[src/rtl/alu_issue.sv]
// ID/EX issue slot: decodes a MIPS instruction into ALU operands and holds
// it in a single output register behind a valid/ready handshake.
//
// Handshake: a transfer happens on a rising edge where valid && ready.
// Upstream side: accept = in_valid && in_ready && !flush.
// Downstream side: consume = out_valid && out_ready.
// in_ready is combinational (!out_valid || out_ready), so a consume and an
// accept can share one edge, giving one instruction per cycle.
// While out_valid && !out_ready, every output stays stable.
module alu_issue (
    input  logic        clk,
    input  logic        rst,
    input  logic        in_valid,
    output logic        in_ready,
    input  logic [31:0] instr,
    input  logic [31:0] rs_data,
    input  logic [31:0] rt_data,
    input  logic        flush,
    output logic        out_valid,
    input  logic        out_ready,
    output logic [31:0] alu_a,
    output logic [31:0] alu_b,
    output logic [3:0]  alu_op,
    output logic [4:0]  dest,
    output logic        reg_write,
    output logic        illegal,
    output logic [7:0]  illegal_cnt
);

    localparam logic [3:0] OP_NOP  = 4'b0000;
    localparam logic [3:0] OP_ADD  = 4'b0001;
    localparam logic [3:0] OP_SUB  = 4'b0010;
    localparam logic [3:0] OP_AND  = 4'b0011;
    localparam logic [3:0] OP_OR   = 4'b0100;
    localparam logic [3:0] OP_SLT  = 4'b0101;
    localparam logic [3:0] OP_SLTU = 4'b0110;
    localparam logic [3:0] OP_NOR  = 4'b0111;
    localparam logic [3:0] OP_LUI  = 4'b1000;
    localparam logic [3:0] OP_SLL  = 4'b1001;
    localparam logic [3:0] OP_SRL  = 4'b1010;

    logic [5:0]  opcode;
    logic [5:0]  funct;
    logic [15:0] imm;
    logic [31:0] imm_sext;
    logic [31:0] imm_zext;

    logic [31:0] d_a;
    logic [31:0] d_b;
    logic [3:0]  d_op;
    logic [4:0]  d_dest;
    logic        d_legal;
    logic        accept;
    logic        consume;

    assign opcode   = instr[31:26];
    assign funct    = instr[5:0];
    assign imm      = instr[15:0];
    assign imm_sext = {{16{imm[15]}}, imm};
    assign imm_zext = {16'b0, imm};

    assign in_ready = !out_valid || out_ready;
    assign accept   = in_valid && in_ready && !flush;
    assign consume  = out_valid && out_ready;

    // Decode the offered instruction into operands, opcode and destination.
    always_comb begin
        d_a     = 32'b0;
        d_b     = 32'b0;
        d_op    = OP_NOP;
        d_dest  = 5'b0;
        d_legal = 1'b1;
        if (opcode == 6'b000000) begin
            d_a    = rs_data;
            d_b    = rt_data;
            d_dest = instr[15:11];
            case (funct)
                6'b100000, 6'b100001: d_op = OP_ADD;
                6'b100010, 6'b100011: d_op = OP_SUB;
                6'b100100:            d_op = OP_AND;
                6'b100101:            d_op = OP_OR;
                6'b100111:            d_op = OP_NOR;
                6'b101010:            d_op = OP_SLT;
                6'b101011:            d_op = OP_SLTU;
                6'b000000: begin
                    d_op = OP_SLL;
                    d_a  = {27'b0, instr[10:6]};
                end
                6'b000010: begin
                    d_op = OP_SRL;
                    d_a  = {27'b0, instr[10:6]};
                end
                6'b000100:            d_op = OP_SLL;
                6'b000110:            d_op = OP_SRL;
                default:              d_legal = 1'b0;
            endcase
        end else begin
            d_a    = rs_data;
            d_dest = instr[20:16];
            case (opcode)
                6'b001000, 6'b001001: begin d_op = OP_ADD;  d_b = imm_sext; end
                6'b001010:            begin d_op = OP_SLT;  d_b = imm_sext; end
                6'b001011:            begin d_op = OP_SLTU; d_b = imm_sext; end
                6'b001100:            begin d_op = OP_AND;  d_b = imm_zext; end
                6'b001101:            begin d_op = OP_OR;   d_b = imm_zext; end
                6'b001111: begin
                    d_op = OP_LUI;
                    d_a  = 32'b0;
                    d_b  = imm_zext;
                end
                default:              d_legal = 1'b0;
            endcase
        end
        // Undecodable entries travel through as a harmless NOP.
        if (!d_legal) begin
            d_a    = 32'b0;
            d_b    = 32'b0;
            d_op   = OP_NOP;
            d_dest = 5'b0;
        end
    end

    // Output slot: flush wins, then load on accept, else empty on consume.
    always_ff @(posedge clk or posedge rst) begin
        if (rst) begin
            out_valid <= 1'b0;
            alu_a     <= 32'b0;
            alu_b     <= 32'b0;
            alu_op    <= OP_NOP;
            dest      <= 5'b0;
            reg_write <= 1'b0;
            illegal   <= 1'b0;
        end else if (flush) begin
            out_valid <= 1'b0;
        end else if (accept) begin
            out_valid <= 1'b1;
            alu_a     <= d_a;
            alu_b     <= d_b;
            alu_op    <= d_op;
            dest      <= d_dest;
            reg_write <= d_legal && (d_dest != 5'b0);
            illegal   <= !d_legal;
        end else if (consume) begin
            out_valid <= 1'b0;
        end
    end

    // Saturating tally of accepted illegal instructions; flush leaves it alone.
    always_ff @(posedge clk or posedge rst) begin
        if (rst) begin
            illegal_cnt <= 8'd0;
        end else if (accept && !d_legal && (illegal_cnt != 8'hFF)) begin
            illegal_cnt <= illegal_cnt + 8'd1;
        end
    end

endmodule

[config.mk]
export PLATFORM = sky130hd
export DESIGN_NAME = alu_issue
export DESIGN_NICKNAME = d
export VERILOG_FILES = /design/src/rtl/alu_issue.sv
export SDC_FILE = /design/constraint.sdc
export NUM_CORES = 1
export LEC_CHECK = 0
export ABC_CLOCK_PERIOD_IN_PS = 5600
export CAP_MARGIN = 15
export CORE_ASPECT_RATIO = 0.6
export CORE_MARGIN = 8
export CORE_UTILIZATION = 44
export CTS_CLUSTER_DIAMETER = 50
export CTS_CLUSTER_SIZE = 24
export DETAILED_ROUTE_END_ITERATION = 10
export GPL_TIMING_DRIVEN = 0
export PLACE_DENSITY = 0.89
export SYNTH_ARGS = -nofsm -noshare
export SYNTH_HDL_FRONTEND = slang
export SYNTH_SLANG_ARGS = --single-unit
export TNS_END_PERCENT = 30
[constraint.sdc]
create_clock -name clk -period 5.6 [get_ports clk]
set_clock_uncertainty 0.1 [all_clocks]
set_input_delay 0.84 -clock clk [delete_from_list [all_inputs] [get_ports clk]]
set_output_delay 0.84 -clock clk [all_outputs]
set_load 0.1 [all_outputs]
==> results.txt, run 1 <==
Root buf cell -> clkbuf_16
Sink Count -> 84
CTS buffer count -> 9
CP Capture Type -> output port
Die Span Y -> 88.8 µm
Final wirelength -> 13.4 mm
Cell mode on critical path -> clkdlybuf4s50_1
Share of cells above drive strength 1 -> 0.0739
Crit-path slowest cell -> clkdlybuf4s50_1
Final Util -> 0.719
Insertion delay to the later sink of the worst-skew pair -> 330 ps
Drt initial violations -> 154
Status -> finished clean
Max Buffers Root-to-Sink -> 2
Hold_buf cts -> 0
Most frequent cells in the layout -> 176 x clkdlybuf4s50_1, 84 x dfrtp_1, 53 x nand2_1, 46 x o21ai_0, 30 x nor2_1
Setup TNS -> 0 ps
Max-cap viol count -> 0
Minimum clock period -> 3590 ps
Top-Level Pins -> 186
Internal -> 1.25 mW
R2R setup slack -> 3700 ps
Startpoint Class -> input port
Comb pwr share -> 0.355
Die width -> 137 µm
Crit path buffers/inverters -> 2
Seq cells post-synth -> 84
PortBufs -> 176
Maximum vdd ir drop -> 0.000381 V
Clk pin slew, worst setup/hold paths -> 60 ps
H-tree depth -> 3
P_sw -> 824 µW
Final nets -> 652
Gate Count Post-Synth -> 362
Reg2Reg Depth -> 6
Worst Max-Slew Pin Slew -> 1040 ps
Largest net degree at the start of global routing -> 47
Via count -> 3562
RD Place Congestion -> 0.846
Avg Synthesized Cell Area -> 10.7 µm²
Max_slew headroom -> 0.306
Switching Share -> 0.398
Post-CTS sizing -> 0
Worst setup path class -> input port to output port
Final Cell Area -> 6130 µm²
CP required -> 4660 ps
# Post-CTS Setup Buffers -> 0
Power Density -> 338 nW/µm²
Total power -> 2.07 mW
Final Cycle Share -> 0.640
Hpwl dp -> 10.4 mm
DRC errors left -> 0
Initial antenna violation count -> 0
Core area -> 8520 µm²
Global-route wire length before repair -> 20.7 mm
Cells along the critical path -> clkdlybuf4s50_1 -> nand2b_1 -> clkdlybuf4s50_1
Ys Warns -> 0
R2R Path End -> alu_b[4]
RSZ-0062 raised after global routing -> no
GRT Total Usage -> 0.221
Commonest non-fill, non-tap cell in the layout -> clkdlybuf4s50_1
CP max FO -> 5
Layout area overhead -> 57.8%
Seq/Total Area, Yosys -> 0.542
Final Slew Violations -> 0
Ant. Diodes -> 0
Reg power frac -> 0.345
HP Class -> flip-flop to flip-flop
Part of the power in the clock network -> 0.300
Die area -> 12200 µm²
Worst hold start -> alu_b[8]
Post-synthesis cell type count -> 50
Worst Hold Endpoint -> alu_b[8]
Post-synth EDFFs -> 0
Initial Util -> 0.455
Critical path's largest stage delay -> 1170 ps
Leakage power -> 2.71 nW
Fin. Hold Viols -> 0
Max Freq -> 0.279 GHz
Area after DPL -> 5810 µm²
FP Rows -> 26
Final setup violation count -> 0
Worst hold stages -> 2
TritonRoute pass-1 iters -> 4
WP data arrival -> 2650 ps
Syn Std Cell Area -> 3880 µm²
Syn Nets -> 464
Tightest hold margin -> 378 ps
Async set-reset flop share out of synthesis -> 1.00
Worst path top cell family by delay -> buffers and inverters
DR vias/cell -> 5.34
Top FF cell, synth -> dfrtp_1
Post-route ant nets -> 0
Worst R2R Start -> out_valid
CTS tree -> yes
Wire per inst -> 20.2 µm
Overflow after GRT -> 0
Vias in the first global route -> 3878
metrics by stage:
step	instances	worst slack (ps)
after detailed placement	651	2000
after global placement	650	1250
after CTS	667	1990
after floorplan	362	2490
after global routing	667	1940
final	667	2010
kinds of logic (layout without fill, tap and decap cells):
group,count (synthesis),count (layout),synth area share
AOI/OAI and AO/OA,97,97,0.182
buffers and inverters,26,219,0.0345
and+or+nand+nor,119,119,0.150
muxes,28,28,0.0729
adders and majority gates,1,1,0.00322
DFF,84,84,0.542
xor gates and xnor gates,7,7,0.0158
worst reg2reg max path: cells and delay by family (launching register included):
family	cells	cell delay [ps]
buf+inv	2	850
simple gates	3	360
flops	1	340
compound gates	1	140
Yosys cell counts (2+ instances only):
library cell | number | area share
nor3_1 | 5 | 0.0064
nor2_1 | 30 | 0.029
nand3_1 | 3 | 0.0039
mux2i_1 | 26 | 0.067
nand2b_1 | 4 | 0.0064
o21a_1 | 2 | 0.0039
a32o_1 | 3 | 0.0077
buf_6 | 4 | 0.012
clkbuf_1 | 11 | 0.011
nand4_1 | 4 | 0.0064
o22ai_1 | 2 | 0.0032
clkbuf_2 | 2 | 0.0026
o21ai_0 | 46 | 0.059
nand2_1 | 53 | 0.051
a22o_1 | 28 | 0.063
and3_1 | 2 | 0.0032
inv_1 | 5 | 0.0048
xor2_1 | 6 | 0.014
a21oi_1 | 2 | 0.0026
nor2b_1 | 5 | 0.0081
a31oi_1 | 4 | 0.0064
dfrtp_1 | 84 | 0.54
mux2_2 | 2 | 0.0058
buf_2 | 3 | 0.0039
how the worst max path moves through the flow:
| stage | startpoint | end | slack (ps) | cells past startpoint |
|---|---|---|---|---|
| finish | out_ready | in_ready | 2010 | 3 |
| global placement | rst | alu_b[7] | 1250 | 2 |
| floorplan | rst | alu_a[0] | 2490 | 1 |
| detailed placement | out_ready | in_ready | 2000 | 3 |
| global route | out_ready | in_ready | 1940 | 3 |
| CTS | out_ready | in_ready | 1990 | 3 |
power groups by stage:
stage	registers, mW	logic [mW]	clock network (mW)
floorplan	1.11	0.111	0
global placement	0.718	0.723	0
detailed placement	0.721	0.735	0
CTS	0.713	0.738	0.631
global route	0.722	0.763	0.658
finish	0.714	0.734	0.621
metal layers:
layer,GRT usage,vias to the layer above,wire length [µm],share of wire
met1,0.260,1713,5470,0.41
li1,-,1661,-,-
met4,0.0598,0,195,0.015
met5,0,-,0,0
met3,0.126,18,1910,0.14
met2,0.339,170,5870,0.44
state kept, by name, indices dropped and copies added, names as in the netlist:
name	flops
reg_write	1
dest	5
alu_op	4
alu_a	32
illegal_cnt	8
alu_b	32
illegal	1
out_valid	1
final cells by class:
| type | instances | area [µm²] |
|---|---|---|
| Fill cell | 596 | 2400 |
| Sequential cell | 84 | 2100 |
| Timing Repair Buffer | 177 | 1780 |
| Multi-Input combinational cell | 252 | 1650 |
| Clock buffer | 12 | 267 |
| Tap cell | 112 | 140 |
| Buffer | 21 | 115 |
| Clock inverter | 4 | 53.8 |
| Inverter | 5 | 21.3 |
No activity file was read; power rests on OpenSTA's default activity.
==> run 2, diff against run 1 <==
--- a/config.mk
+++ b/config.mk
@@ -5,16 +5,16 @@
 export SDC_FILE = /design/constraint.sdc
 export NUM_CORES = 1
 export LEC_CHECK = 0
-export ABC_CLOCK_PERIOD_IN_PS = 5600
+export ABC_CLOCK_PERIOD_IN_PS = 3400
 export CAP_MARGIN = 15
 export CORE_ASPECT_RATIO = 0.6
 export CORE_MARGIN = 8
-export CORE_UTILIZATION = 44
+export CORE_UTILIZATION = 41
 export CTS_CLUSTER_DIAMETER = 50
 export CTS_CLUSTER_SIZE = 24
 export DETAILED_ROUTE_END_ITERATION = 10
 export GPL_TIMING_DRIVEN = 0
-export PLACE_DENSITY = 0.89
+export PLACE_DENSITY = 0.84
 export SYNTH_ARGS = -nofsm -noshare
 export SYNTH_HDL_FRONTEND = slang
 export SYNTH_SLANG_ARGS = --single-unit
==> constraint.sdc (replaced) <==
create_clock -name clk -period 3.4 [get_ports clk]
set_clock_uncertainty 0.1 [all_clocks]
set_input_delay 0.51 -clock clk [delete_from_list [all_inputs] [get_ports clk]]
set_output_delay 0.51 -clock clk [all_outputs]
set_load 0.1 [all_outputs]
==> results.txt, run 2 (synthesis results as in run 1) <==
Status -> finished clean
PortBufs -> 176 (unchanged)
Drt initial violations -> 186 (+21%)
Part of the power in the clock network -> 0.294 (-0.006)
GRT Total Usage -> 0.206 (-0.0142)
Critical path's largest stage delay -> 1170 ps (about the same)
Sink Count -> 84 (unchanged)
Maximum vdd ir drop -> 0.000730 V (+91%)
Crit-path slowest cell -> clkdlybuf4s50_1
CP required -> 2790 ps (-1870 ps)
Layout area overhead -> 58.1%
CTS tree -> yes
FP Rows -> 27 (+3.8%)
Overflow after GRT -> 0 (unchanged)
Worst path top cell family by delay -> buffers and inverters
Post-route ant nets -> 0 (unchanged)
Vias in the first global route -> 3939 (+1.6%)
Final Slew Violations -> 0 (unchanged)
Crit path buffers/inverters -> 2 (unchanged)
TritonRoute pass-1 iters -> 4 (unchanged)
Via count -> 3561 (-0.028%)
Max_slew headroom -> 0.314 (+0.00850)
Max Buffers Root-to-Sink -> 2 (unchanged)
Tightest hold margin -> 379 ps (+0.789 ps)
Cells along the critical path -> clkdlybuf4s50_1 -> nand2b_1 -> clkdlybuf4s50_1
Core area -> 9190 µm² (+7.8%)
Initial Util -> 0.422 (-0.0330)
Ant. Diodes -> 0 (unchanged)
Root buf cell -> clkbuf_16
Fin. Hold Viols -> 0 (unchanged)
Leakage power -> 2.71 nW (-0.10%)
Switching Share -> 0.405 (+0.00729)
Comb pwr share -> 0.357 (+0.002)
Insertion delay to the later sink of the worst-skew pair -> 330 ps (about the same)
Final setup violation count -> 0 (unchanged)
Max-cap viol count -> 0 (unchanged)
# Post-CTS Setup Buffers -> 0 (unchanged)
Cell mode on critical path -> clkdlybuf4s50_1
HP Class -> flip-flop to flip-flop
Clk pin slew, worst setup/hold paths -> 60 ps (about the same)
Post-Place Setup Slack -> 449 ps (-1550 ps)
Final nets -> 652 (unchanged)
Final wirelength -> 13.2 mm (-2.0%)
DR vias/cell -> 5.20 (-2.7%)
Post-CTS sizing -> 0 (unchanged)
Share of cells above drive strength 1 -> 0.0721 (-0.00180)
CP Capture Type -> output port
Total power -> 3.36 mW (+62%)
P_sw -> 1.36 mW (+65%)
Top Registers -> alu_a (32), alu_b (32), illegal_cnt (8)
Power Density -> 548 nW/µm² (+62%)
Die Span Y -> 91.4 µm (+2.9%)
Global-route wire length before repair -> 21.1 mm (+1.9%)
Wire per inst -> 19.2 µm (-4.6%)
RSZ-0062 raised after global routing -> no
Final Util -> 0.668 (-0.0510)
Setup TNS -> 0 ps (unchanged)
RD Place Congestion -> 0.847 (about the same)
Initial antenna violation count -> 0 (unchanged)
Die area -> 12900 µm² (+6.2%)
WP data arrival -> 2330 ps (-320 ps)
Final Cycle Share -> 0.865
CP max FO -> 5 (unchanged)
Internal -> 2.00 mW (+60%)
Max Freq -> 0.340 GHz
H-tree depth -> 3 (unchanged)
Hold_buf cts -> 0 (unchanged)
Worst Max-Slew Pin Slew -> 1030 ps (-12.7 ps)
CTS buffer count -> 9 (unchanged)
Largest net degree at the start of global routing -> 46 (-2.1%)
DRC errors left -> 0 (unchanged)
Startpoint Class -> input port
Commonest non-fill, non-tap cell in the layout -> clkdlybuf4s50_1
Most frequent cells in the layout -> 176 x clkdlybuf4s50_1, 84 x dfrtp_1, 53 x nand2_1, 46 x o21ai_0, 30 x nor2_1
Minimum clock period -> 2940 ps
Hpwl dp -> 10.2 mm (-1.2%)
Final WS setup -> 460 ps (-1550 ps)
Die width -> 142 µm (+3.2%)
Worst setup path class -> input port to output port
Top-Level Pins -> 186 (unchanged)
Reg power frac -> 0.349 (+0.004)
-- run 2: power groups by stage --
stage                     logic, mW  registers [mW]  clock network (mW)
after floorplan               0.183            1.82                   0
after global placement         1.19            1.18                   0
after detailed placement       1.20            1.19                   0
after CTS                      1.21            1.17                1.01
after global routing           1.25            1.19                1.06
final                          1.20            1.17               0.987
-- run 2: worst min-delay path, cell delays in order, from the launching register on --
cell	delay (ps)
dfrtp_1	340
nand2_1	40
o21ai_0	60
-- run 2: per-stage QoR --
| stage | instances | area, µm² |
|---|---|---|
| detailed placement | 669 | 5840 |
| global placement | 668 | 5810 |
| global route | 685 | 6140 |
| floorplan | 362 | 3880 |
| CTS | 685 | 6140 |
| finish | 685 | 6140 |
-- run 2: per-layer routing --
layer,GRT usage,wire [µm],vias to the layer above,part of all wire
li1,-,-,1665,-
met1,0.244,5670,1717,0.43
met2,0.334,5930,163,0.45
met3,0.0967,1400,16,0.11
met4,0.0533,167,0,0.013
met5,0,0,-,0
-- run 2: cell type report --
type                            instances  area (µm²)
Fill cell                             709        3050
Sequential cell                        84        2100
Timing Repair Buffer                  177        1790
Multi-Input combinational cell        252        1650
Clock buffer                           10         229
Tap cell                              130         163
Buffer                                 21         115
Clock inverter                          6        71.3
Inverter                                5        21.3
-- run 2: final timing paths --
check,startpoint,to,slack [ps],cells past startpoint
max,out_ready,in_ready,460,3
min,alu_a[3],alu_a[3],380,2
max reg2reg,out_valid,alu_b[5],1460,6
min reg2reg,alu_a[3],alu_a[3],380,2
max in group asynchronous,rst,alu_a[2],2130,3
min in group asynchronous,rst,alu_b[21],470,2
==> run 3, diff against run 2 <==
--- a/config.mk
+++ b/config.mk
@@ -5,7 +5,6 @@
 export SDC_FILE = /design/constraint.sdc
 export NUM_CORES = 1
 export LEC_CHECK = 0
-export ABC_CLOCK_PERIOD_IN_PS = 3400
 export CAP_MARGIN = 15
 export CORE_ASPECT_RATIO = 0.6
 export CORE_MARGIN = 8
==> results of run 3 <==
No change in the layout: final DEF, timing and power equal those of run 2.
